[src/rtl/mc_apb_cfg_mch.sv]
// mc_apb_cfg_mch: multi-channel APB configuration bank for the memory controller.
// Shadow/active timing per channel, commit handshake, W1C status, IRQ mask, version.
module mc_apb_cfg_mch #(
    parameter int          APB_ADDR_WIDTH = 16,
    parameter int          APB_DATA_WIDTH = 32,
    parameter int          NUM_CH         = 2,
    parameter logic [31:0] VERSION        = 32'h0002_0000
) (
    input  logic                      apb_pclk,
    input  logic                      apb_prst,
    input  logic                      apb_psel,
    input  logic                      apb_penable,
    input  logic                      apb_pwrite,
    input  logic [APB_ADDR_WIDTH-1:0] apb_paddr,
    input  logic [APB_DATA_WIDTH-1:0] apb_pwdata,
    output logic [APB_DATA_WIDTH-1:0] apb_prdata,
    output logic                      apb_pready,
    output logic                      apb_pslverr,
    input  logic [NUM_CH-1:0]         mc_idle,
    input  logic [NUM_CH-1:0]         mc_err_pulse,
    output logic [NUM_CH-1:0]         mc_en,
    output logic [8*NUM_CH-1:0]       mc_trc_cfg,
    output logic [8*NUM_CH-1:0]       mc_tras_cfg,
    output logic [8*NUM_CH-1:0]       mc_trp_cfg,
    output logic [8*NUM_CH-1:0]       mc_trcd_cfg,
    output logic [8*NUM_CH-1:0]       mc_twr_cfg,
    output logic [8*NUM_CH-1:0]       mc_trtp_cfg,
    output logic [28*NUM_CH-1:0]      mc_rf_start_time_cfg,
    output logic [28*NUM_CH-1:0]      mc_rf_period_time_cfg,
    output logic [NUM_CH-1:0]         mc_cfg_updated,
    output logic                      mc_irq
);

    localparam int AW = APB_ADDR_WIDTH;

    typedef struct packed {
        logic [7:0]  trc;
        logic [7:0]  tras;
        logic [7:0]  trp;
        logic [7:0]  trcd;
        logic [7:0]  twr;
        logic [7:0]  trtp;
        logic [27:0] rf_start;
        logic [27:0] rf_period;
    } tim_t;

    localparam tim_t TIM_RST = '{
        trc:       8'd22,
        tras:      8'd16,
        trp:       8'd6,
        trcd:      8'd7,
        twr:       8'd6,
        trtp:      8'd4,
        rf_start:  28'hFFF_FFFF,
        rf_period: 28'h16E_3600
    };

    tim_t sh_q [NUM_CH];
    tim_t ac_q [NUM_CH];

    logic [NUM_CH-1:0] mc_en_q;
    logic [NUM_CH-1:0] pending_q;
    logic [NUM_CH-1:0] status_q;
    logic [NUM_CH-1:0] mask_q;

    logic              aligned;
    logic              glb_ok;
    logic              is_ver;
    logic [NUM_CH-1:0] ch_hit;
    logic              map_ok;
    logic              acc_err;
    logic              wr_en;
    logic              rd_cap;
    logic [2:0]        reg_sel;
    logic [APB_DATA_WIDTH-1:0] rd_val;

    logic [NUM_CH-1:0] commit_set;
    logic [NUM_CH-1:0] status_clr;
    logic [NUM_CH-1:0] status_nx;
    logic [NUM_CH-1:0] apply;

    assign reg_sel = apb_paddr[4:2];
    assign aligned = (apb_paddr[1:0] == 2'b00);

    // Address decode: global window at 0x000, channel windows at 0x100 + 0x20*c.
    always_comb begin
        glb_ok = aligned && (apb_paddr[AW-1:5] == '0) && (reg_sel <= 3'd4);
        is_ver = glb_ok && (reg_sel == 3'd4);
        ch_hit = '0;
        for (int c = 0; c < NUM_CH; c++) begin
            ch_hit[c] = aligned && !apb_paddr[4] &&
                        (apb_paddr[AW-1:5] == (AW-5)'(8 + c));
        end
        map_ok  = glb_ok || (|ch_hit);
        acc_err = !map_ok || (apb_pwrite && is_ver);
    end

    assign apb_pready  = 1'b1;
    assign apb_pslverr = apb_psel & apb_penable & acc_err;
    assign wr_en       = apb_psel & apb_penable & apb_pwrite & ~acc_err;
    assign rd_cap      = apb_psel & ~apb_penable & ~apb_pwrite;

    // Read mux; unmapped addresses fall through to zero.
    always_comb begin
        rd_val = '0;
        if (glb_ok) begin
            case (reg_sel)
                3'd0:    rd_val[NUM_CH-1:0] = mc_en_q;
                3'd1:    rd_val[NUM_CH-1:0] = pending_q;
                3'd2:    rd_val[NUM_CH-1:0] = status_q;
                3'd3:    rd_val[NUM_CH-1:0] = mask_q;
                3'd4:    rd_val[31:0]       = VERSION;
                default: rd_val = '0;
            endcase
        end
        for (int c = 0; c < NUM_CH; c++) begin
            if (ch_hit[c]) begin
                case (reg_sel[1:0])
                    2'd0: rd_val[31:0] = {sh_q[c].trcd, sh_q[c].trp,
                                          sh_q[c].tras, sh_q[c].trc};
                    2'd1: rd_val[15:0] = {sh_q[c].trtp, sh_q[c].twr};
                    2'd2: rd_val[27:0] = sh_q[c].rf_start;
                    2'd3: rd_val[27:0] = sh_q[c].rf_period;
                    default: rd_val = '0;
                endcase
            end
        end
    end

    // Next-state terms for commit, status and apply.
    always_comb begin
        commit_set = '0;
        status_clr = '0;
        if (wr_en && glb_ok && (reg_sel == 3'd1)) begin
            commit_set = apb_pwdata[NUM_CH-1:0];
        end
        if (wr_en && glb_ok && (reg_sel == 3'd2)) begin
            status_clr = apb_pwdata[NUM_CH-1:0];
        end
        apply     = pending_q & mc_idle;
        status_nx = (status_q & ~status_clr) | mc_err_pulse;
    end

    // Global control/status state, read data capture and pulses.
    always_ff @(posedge apb_pclk or posedge apb_prst) begin
        if (apb_prst) begin
            mc_en_q        <= '0;
            pending_q      <= '0;
            status_q       <= '0;
            mask_q         <= '0;
            apb_prdata     <= '0;
            mc_cfg_updated <= '0;
            mc_irq         <= 1'b0;
        end else begin
            if (wr_en && glb_ok && (reg_sel == 3'd0)) begin
                mc_en_q <= apb_pwdata[NUM_CH-1:0];
            end
            if (wr_en && glb_ok && (reg_sel == 3'd3)) begin
                mask_q <= apb_pwdata[NUM_CH-1:0];
            end
            if (rd_cap) begin
                apb_prdata <= rd_val;
            end
            pending_q      <= (pending_q & ~apply) | commit_set;
            status_q       <= status_nx;
            mc_cfg_updated <= apply;
            mc_irq         <= |(status_nx & mask_q);
        end
    end

    // Shadow registers: software-visible copy, written by APB.
    always_ff @(posedge apb_pclk or posedge apb_prst) begin
        if (apb_prst) begin
            for (int c = 0; c < NUM_CH; c++) begin
                sh_q[c] <= TIM_RST;
            end
        end else if (wr_en) begin
            for (int c = 0; c < NUM_CH; c++) begin
                if (ch_hit[c]) begin
                    case (reg_sel[1:0])
                        2'd0: begin
                            sh_q[c].trc  <= apb_pwdata[7:0];
                            sh_q[c].tras <= apb_pwdata[15:8];
                            sh_q[c].trp  <= apb_pwdata[23:16];
                            sh_q[c].trcd <= apb_pwdata[31:24];
                        end
                        2'd1: begin
                            sh_q[c].twr  <= apb_pwdata[7:0];
                            sh_q[c].trtp <= apb_pwdata[15:8];
                        end
                        2'd2: sh_q[c].rf_start  <= apb_pwdata[27:0];
                        2'd3: sh_q[c].rf_period <= apb_pwdata[27:0];
                        default: ;
                    endcase
                end
            end
        end
    end

    // Active registers: loaded from shadow only while the channel is idle.
    always_ff @(posedge apb_pclk or posedge apb_prst) begin
        if (apb_prst) begin
            for (int c = 0; c < NUM_CH; c++) begin
                ac_q[c] <= TIM_RST;
            end
        end else begin
            for (int c = 0; c < NUM_CH; c++) begin
                if (apply[c]) begin
                    ac_q[c] <= sh_q[c];
                end
            end
        end
    end

    // Flatten active per-channel sets onto the output buses.
    always_comb begin
        mc_trc_cfg            = '0;
        mc_tras_cfg           = '0;
        mc_trp_cfg            = '0;
        mc_trcd_cfg           = '0;
        mc_twr_cfg            = '0;
        mc_trtp_cfg           = '0;
        mc_rf_start_time_cfg  = '0;
        mc_rf_period_time_cfg = '0;
        for (int c = 0; c < NUM_CH; c++) begin
            mc_trc_cfg[8*c +: 8]             = ac_q[c].trc;
            mc_tras_cfg[8*c +: 8]            = ac_q[c].tras;
            mc_trp_cfg[8*c +: 8]             = ac_q[c].trp;
            mc_trcd_cfg[8*c +: 8]            = ac_q[c].trcd;
            mc_twr_cfg[8*c +: 8]             = ac_q[c].twr;
            mc_trtp_cfg[8*c +: 8]            = ac_q[c].trtp;
            mc_rf_start_time_cfg[28*c +: 28]  = ac_q[c].rf_start;
            mc_rf_period_time_cfg[28*c +: 28] = ac_q[c].rf_period;
        end
    end

    assign mc_en = mc_en_q;

endmodule

[config.mk]
export PLATFORM = sky130hd
export DESIGN_NAME = mc_apb_cfg_mch
export DESIGN_NICKNAME = d
export VERILOG_FILES = /design/src/rtl/mc_apb_cfg_mch.sv
export SDC_FILE = /design/constraint.sdc
export NUM_CORES = 1
export LEC_CHECK = 0
export BUFFER_PORTS_ARGS = -buffer_cell sky130_fd_sc_hd__clkbuf_2
export CAP_MARGIN = 25
export CORE_MARGIN = 10
export CORE_UTILIZATION = 35
export CTS_CLUSTER_DIAMETER = 80
export DETAILED_ROUTE_END_ITERATION = 7
export GPL_TIMING_DRIVEN = 1
export PLACE_DENSITY = 0.59
export SLEW_MARGIN = 0
export SYNTH_ARGS = -nofsm -noshare
export SYNTH_HDL_FRONTEND = slang
export SYNTH_SLANG_ARGS = --single-unit
[constraint.sdc]
create_clock -name apb_pclk -period 17.4 [get_ports apb_pclk]
set_clock_uncertainty 0.15 [all_clocks]
set_input_delay 5.22 -clock apb_pclk [delete_from_list [all_inputs] [get_ports apb_pclk]]
set_output_delay 5.22 -clock apb_pclk [all_outputs]
set_load 0.01 [all_outputs]
==> results.md, run 1 <==
- Status: complete, no violations
- Final RePlAce weighted congestion: 0.805
- Worst-Margin Slew: 1.07 ns
- Syn Nets: 1270
- Max capacitance violation total: 0
- NetSw: 487 uW
- Setup Fix Bufs, Post-CTS: 0
- Number of synthesized flops with an enable pin: 0
- CTS H-tree depth: 2
- Max-slew violation count: 0
- TritonCTS buffer count: 52
- Crit Path Max Fanout: 63
- Final WL: 54.8 mm
- Most common cell after layout, fill and taps aside: mux2_2
- Hold Path Class: flop to flop
- Die width: 255 microns
- Syn_area_per_cell: 16.0 sq um
- Clock Sinks: 459
- RSZ-0062 raised after global routing: no
- Post-layout util: 42.5%
- Share of power burned in registers: 49.1%
- Post-CTS Hold Buffers: 0
- Ys async rst share: 100%
- Synth warnings: 0
- Routed Antenna Nets: 0
- Switching portion of total power: 22.3%
- DRT Pass-1 Iters: 5
- P&R area growth vs syn: 20.6%
- R2R cell count: 3
- Initial antenna violation count: 0
- Non-filler instance count after layout: 2309
- Post-cts resize count: 0
- Final Net Count: 1577
- Crit path arrival time: 7.02 ns
- Antenna diode count: 0
- Core Rows: 86
- Mapped cell area: 19400 sq um
- Unique cell type count in the Yosys netlist: 52
- Crit share post-route: 71.2%
- Cell internal pwr: 1.70 mW
- CP Class: input pin to output pin
- Post-DP Area: 21700 sq um
- Clock slew at reported path FFs: 0.05 ns
- Combinational Power Share: 3.0%
- Grt ovf: 0
- Clock tree from TritonCTS: done
- GRT Util Overall: 16.5%
- Clock Tree Root: clkbuf_16
- Critical path required time: 12.03 ns
- Ports: 304
- Port Buffers: 302
- Share of cells above drive strength 1: 70.2%
- Clock period minus worst slack: 12.39 ns
- Clk_lat worst skew: 0.59 ns
- Flop2flop setup slack: 14.82 ns
- Startpoint Class: input pin
- Hold Fails Final Rpt: 0
- Die area: 65200 sq um
- Count of mapped cells out of synthesis: 1213
- Core ar.: 55000 sq um
- Maximum vdd drop: 0.0000655 V
- Power Density: 93.4 nW/um^2
- Post-route setup TNS: 0 ns
- Leakage: 11.3 nW
- Most frequent cells in the layout: 381 x mux2_2, 300 x clkbuf_2, 259 x dfrtp_1, 200 x dfstp_2, 60 x mux2_4
- Hold Slack: 0.337 ns
- Max Freq: 80.7 MHz
- #FFs+latches synth: 459
- Global-route wire length before repair: 83.6 mm
- Die Y: 255 microns
- Routed wire per std cell: 23.7 microns
- Largest net degree at the start of global routing: 177
- Initial drt markers: 619
- Dpl cells: 2212
- Initial Utilization: 35.3%
- Clock Power Share: 47.9%
- Drt via density: 5.06
- Register area share after synthesis: 60.5%
- Design Area, Final: 23400 sq um
- Final setup fails: 0
- Max-slew headroom: 28.3%
- Vias in the first global route: 12700
- Via count: 11700
- Final HPWL DP: 35.8 mm
- Clock tree buffer depth: 3
- DRC: 0
- WHS Path Cells: 2
- Primary FF master, synth: dfrtp_1
- CP Capture Type: output pin
## metrics by stage
step                      total power, mW  worst slack [ns]
final                                2.18              5.01
after global routing                 2.26              4.90
after CTS                            2.22              4.99
after detailed placement             1.15              5.01
after global placement               1.15              5.01
after floorplan                      1.12              5.39
## per-layer routing
metal | track usage [%] | vias to the layer above | wire length, microns
li1 | - | 5072 | -
met1 | 22.0 | 6203 | 24500
met2 | 26.6 | 330 | 26000
met3 | 3.91 | 68 | 3150
met4 | 4.29 | 0 | 1090
met5 | 0 | - | 0
## synth_stat cells (2+ instances only)
library cell | number | share of area (%)
o21ai_0 | 34 | 0.88
a31oi_1 | 2 | 0.065
inv_1 | 9 | 0.17
buf_6 | 6 | 0.35
buf_4 | 4 | 0.15
nor3b_1 | 2 | 0.077
o31a_1 | 2 | 0.090
nor2b_1 | 3 | 0.097
nor3_1 | 5 | 0.13
and3_1 | 3 | 0.097
nor4_4 | 2 | 0.22
a21oi_1 | 4 | 0.10
dfrtp_1 | 259 | 33
buf_2 | 14 | 0.36
mux2_4 | 60 | 4.6
nand2_1 | 37 | 0.72
dfstp_2 | 200 | 27
nand4_1 | 4 | 0.13
nand2b_1 | 2 | 0.065
mux4_2 | 34 | 4.0
nor4b_4 | 2 | 0.25
a221oi_1 | 4 | 0.18
nand3_1 | 2 | 0.052
or4_1 | 3 | 0.12
nor2_1 | 8 | 0.15
mux2_2 | 381 | 22
mux2_1 | 2 | 0.12
nor4_2 | 2 | 0.13
buf_1 | 8 | 0.15
a32o_1 | 2 | 0.10
a22oi_1 | 36 | 1.4
nor4_1 | 2 | 0.065
o22a_1 | 13 | 0.59
clkbuf_1 | 42 | 0.81
and4_1 | 3 | 0.14
## logic make-up (layout without fill, tap and decap cells)
group	Yosys count	after routing	synth area share, %
flops	459	459	60.5
buf+inv	84	432	2.03
simple gates	88	88	2.85
mux	478	478	30.9
other cells	1	1	0.0193
compound gates	103	103	3.65
## registers in the layout, summed over array words and instances, names as in the netlist
register,count
mc_trtp_cfg,16
mc_twr_cfg,16
mc_trcd_cfg,16
sh_q,208
status_q,2
mc_irq,1
mc_cfg_updated,2
mc_trp_cfg,16
mask_q,2
pending_q,2
mc_tras_cfg,16
mc_rf_period_time_cfg,56
mc_en,2
mc_rf_start_time_cfg,56
apb_prdata,32
mc_trc_cfg,16
## area by class of cell
cell class / instances / area, sq um
fill: 5035 / 31600
sequential: 459 / 11700
timing repair buffer: 327 / 1760
tap: 748 / 936
clock inverter: 13 / 109
inverter: 10 / 43.8
clock buffer: 82 / 1510
multi-input combinational: 670 / 7290
## critical path, cell delays in order
cell and delay, ns:
buf_4 0.75, nor2_2 0.07, buf_4 0.28, and2_1 0.20, a32oi_1 0.19, o22ai_1 0.11
clkbuf_2 0.14
## worst paths after layout
kind / to / startpoint
setup / recovery: apb_pslverr / apb_paddr[3]
hold / removal: apb_prdata[11] / apb_prdata[11]
setup reg to reg: mc_trtp_cfg[13] / pending_q[1]
hold reg to reg: apb_prdata[11] / apb_prdata[11]
max in group asynchronous: mc_rf_start_time_cfg[27] / apb_prst
min in group asynchronous: mc_rf_period_time_cfg[39] / apb_prst
## power groups by stage
| stage | logic [mW] | registers (mW) | clock network (mW) |
|---|---|---|---|
| detailed placement | 0.0652 | 1.09 | 0 |
| CTS | 0.0654 | 1.07 | 1.08 |
| global placement | 0.0640 | 1.09 | 0 |
| finish | 0.0648 | 1.07 | 1.05 |
| floorplan | 0.0337 | 1.09 | 0 |
| global route | 0.0726 | 1.07 | 1.12 |
(Power assumes the default switching activity.)
==> run 2: changes to the inputs <==
==> constraint.sdc (replaced) <==
create_clock -name apb_pclk -period 10.5 [get_ports apb_pclk]
set_clock_uncertainty 0.15 [all_clocks]
set_input_delay 3.15 -clock apb_pclk [delete_from_list [all_inputs] [get_ports apb_pclk]]
set_output_delay 3.15 -clock apb_pclk [all_outputs]
set_load 0.01 [all_outputs]
==> run 2 against run 1 <==
Compared with the run above:
- combinational power rose by 64%
- die area did not move
- sequential cell count is the same
- clock power grew 62%
- worst setup slack worse by 2.4 ns
- non-clock buffer count decreased by 1
- global-route usage hardly changed
- core utilization decreased by 0.11 points
- register-to-register slack got worse by 6.9 ns
- sequential power is 66% higher
- critical path type unchanged
- critical endpoint unchanged
- largest cell class unchanged
==> results.md, run 2 (synthesis results as in run 1) <==
- Multi-input gate area: 7290 sq um (unchanged)
- Die Y: 255 microns (unchanged)
- Final setup fails: 0 (unchanged)
- Switching portion of total power: 22.6% (+0.33 points)
- Drt via density: 5.06 (about the same)
- Cell internal pwr: 2.78 mW (+64%)
- Detail Route met2 WL: 25.9 mm (-0.64%)
- Clk_lat worst skew: 0.59 ns (about the same)
- Clock tree buffer depth: 3 (unchanged)
- RSZ-0062 raised after global routing: no
- GRT Util Overall: 16.6% (+0.042 points)
- Initial Utilization: 35.3% (unchanged)
- Combinational Power Share: 3.0% (about the same)
- Most flop-heavy register: sh_q
- WL met1: 24.8 mm (+1.2%)
- Crit share post-route: 75.1%
- Leakage: 11.2 nW (-0.27%)
- Via count: 11700 (-0.034%)
- Post-cts resize count: 0 (unchanged)
- Flop2flop setup slack: 7.93 ns (-6.89 ns)
- Post-CTS Hold Buffers: 0 (unchanged)
- Final WL: 54.5 mm (-0.49%)
- Max Freq: 127 MHz
- Clock Sinks: 459 (unchanged)
- Crit path arrival time: 4.58 ns (-2.44 ns)
- Number of flip-flops in the largest register: 208 (unchanged)
- FILL cells: 5033 (-0.040%)
- Post-route setup TNS: 0 ns (unchanged)
- DR top layer: met4
- DRC: 0 (unchanged)
- Clock period minus worst slack: 7.88 ns
- CP Capture Type: output pin
- Initial antenna violation count: 1 (+1)
- Maximum vdd drop: 0.000110 V (+67%)
- Grt ovf: 0 (unchanged)
- Die width: 255 microns (unchanged)
- Post-layout util: 42.4% (-0.11 points)
- Most common cell after layout, fill and taps aside: mux2_2
- Clock Power Share: 47.5% (-0.4 points)
- Ports: 304 (unchanged)
- Antenna diode count: 0 (unchanged)
- Initial drt markers: 691 (+12%)
- Hold Fails Final Rpt: 0 (unchanged)
- Clock Tree Root: clkbuf_16
- Routed Antenna Nets: 0 (unchanged)
- Sequential cell area: 11700 sq um (unchanged)
- Critical-path cell list: clkbuf_2 > nor4b_4 > nand4_1 > a32oi_1 > o22ai_1 > clkbuf_2
- Largest net degree at the start of global routing: 156 (-12%)
- Core Rows: 86 (unchanged)
- Core ar.: 55000 sq um (unchanged)
- Most used cell along the critical path: clkbuf_2
- Metal3 WL: 2.82 mm (-11%)
- Share of cells above drive strength 1: 70.4% (+0.17 points)
- Final RePlAce weighted congestion: 0.808 (+0.34%)
- Vias in the first global route: 12800 (+0.49%)
- DRT Pass-1 Iters: 5 (unchanged)
- Final HPWL DP: 35.7 mm (-0.27%)
- Max-slew headroom: 32.9% (+4.6 points)
- Max incr delay on CP: 0.50 ns (-0.25 ns)
- Clock slew at reported path FFs: 0.05 ns (about the same)
- Hold Startpoint: apb_prdata[24]
- Most frequent cells in the layout: 381 x mux2_2, 300 x clkbuf_2, 259 x dfrtp_1, 200 x dfstp_2, 60 x mux2_4
- Worst r2r src: pending_q[1]
- Slowest CP cell: nor4b_4
- CTS H-tree depth: 2 (unchanged)
- Startpoint Class: input pin
- Worst-Margin Slew: 1.00 ns (-0.0690 ns)
- Share of power burned in registers: 49.5% (+0.4 points)
- Hold Path Class: flop to flop
- CP Class: input pin to output pin
- Final Net Count: 1575 (-0.13%)
- Max capacitance violation total: 0 (unchanged)
- Port Buffers: 302 (unchanged)
- Max-slew violation count: 0 (unchanged)
- Clock tree from TritonCTS: done
- Die area: 65200 sq um (unchanged)
- TritonCTS buffer count: 51 (-1.9%)
- Setup Fix Bufs, Post-CTS: 0 (unchanged)
- Crit Path Max Fanout: 8 (-87%)
- Status: complete, no violations
- Power Density: 154 nW/um^2 (+65%)
- Critical path required time: 7.20 ns (-4.83 ns)
- NetSw: 811 uW (+67%)
- Setup crit start: apb_paddr[4]
- Routed wire per std cell: 23.6 microns (-0.45%)
- P&R area growth vs syn: 20.3%
- Global-route wire length before repair: 84.3 mm (+0.88%)
[run 2: cell types whose count changed in the layout (fill, tap and decap cells not counted), sizes merged]
cell,previous run,this run
clkinvlp,1,3
inv,11,12
clkinv,10,11
bufinv,1,0
clkbuf,382,379
buf,27,26
[run 2: final timing paths]
check | depth (start not counted) | endpoint
setup / recovery | 6 | apb_pslverr
hold / removal | 2 | apb_prdata[24]
setup reg to reg | 3 | mc_tras_cfg[14]
hold reg to reg | 2 | apb_prdata[24]
max in group asynchronous | 4 | sh_q[20]
min in group asynchronous | 2 | sh_q[2]
[run 2: critical path: cells and delay by family]
kind            cells  cell delay, ns
compound gates      2            0.38
simple gates        2            0.78
buf+inv             2            0.27
[run 2: area by class of cell]
| class | count | share of cell area [%] |
|---|---|---|
| Timing Repair Buffer | 326 | 7.41 |
| Clock buffer | 79 | 6.39 |
| Tap cell | 748 | 4.01 |
| Clock inverter | 16 | 0.413 |
| Sequential cell | 459 | 50.3 |
| Inverter | 10 | 0.188 |
| Multi-Input combinational cell | 670 | 31.3 |
[run 2: routing by layer]
metal	track usage, %	up-vias
met1	22.3	6216
met4	4.12	0
met5	0	-
met2	26.7	311
met3	3.59	71
li1	-	5071
[run 2: power by group through the flow]
stage | sequential [mW] | combinational [mW] | clock, mW
final | 1.78 | 0.106 | 1.70
after global routing | 1.78 | 0.119 | 1.83
after CTS | 1.78 | 0.110 | 1.75
after detailed placement | 1.81 | 0.110 | 0
after global placement | 1.81 | 0.108 | 0
after floorplan | 1.81 | 0.0559 | 0
[run 2: per-stage QoR]
step / setup WS, ns / power [mW] / instance area, sq um / hold WS, ns / std cells
floorplan: 1.15 / 1.86 / 19400 / 0.320 / 1213
finish: 2.62 / 3.59 / 23300 / 0.342 / 2308
detailed placement: 2.65 / 1.91 / 21700 / 0.336 / 2213
CTS: 2.66 / 3.64 / 23300 / 0.349 / 2308
global route: 2.51 / 3.72 / 23300 / 0.371 / 2308
global placement: 2.71 / 1.91 / 21700 / 0.320 / 2212
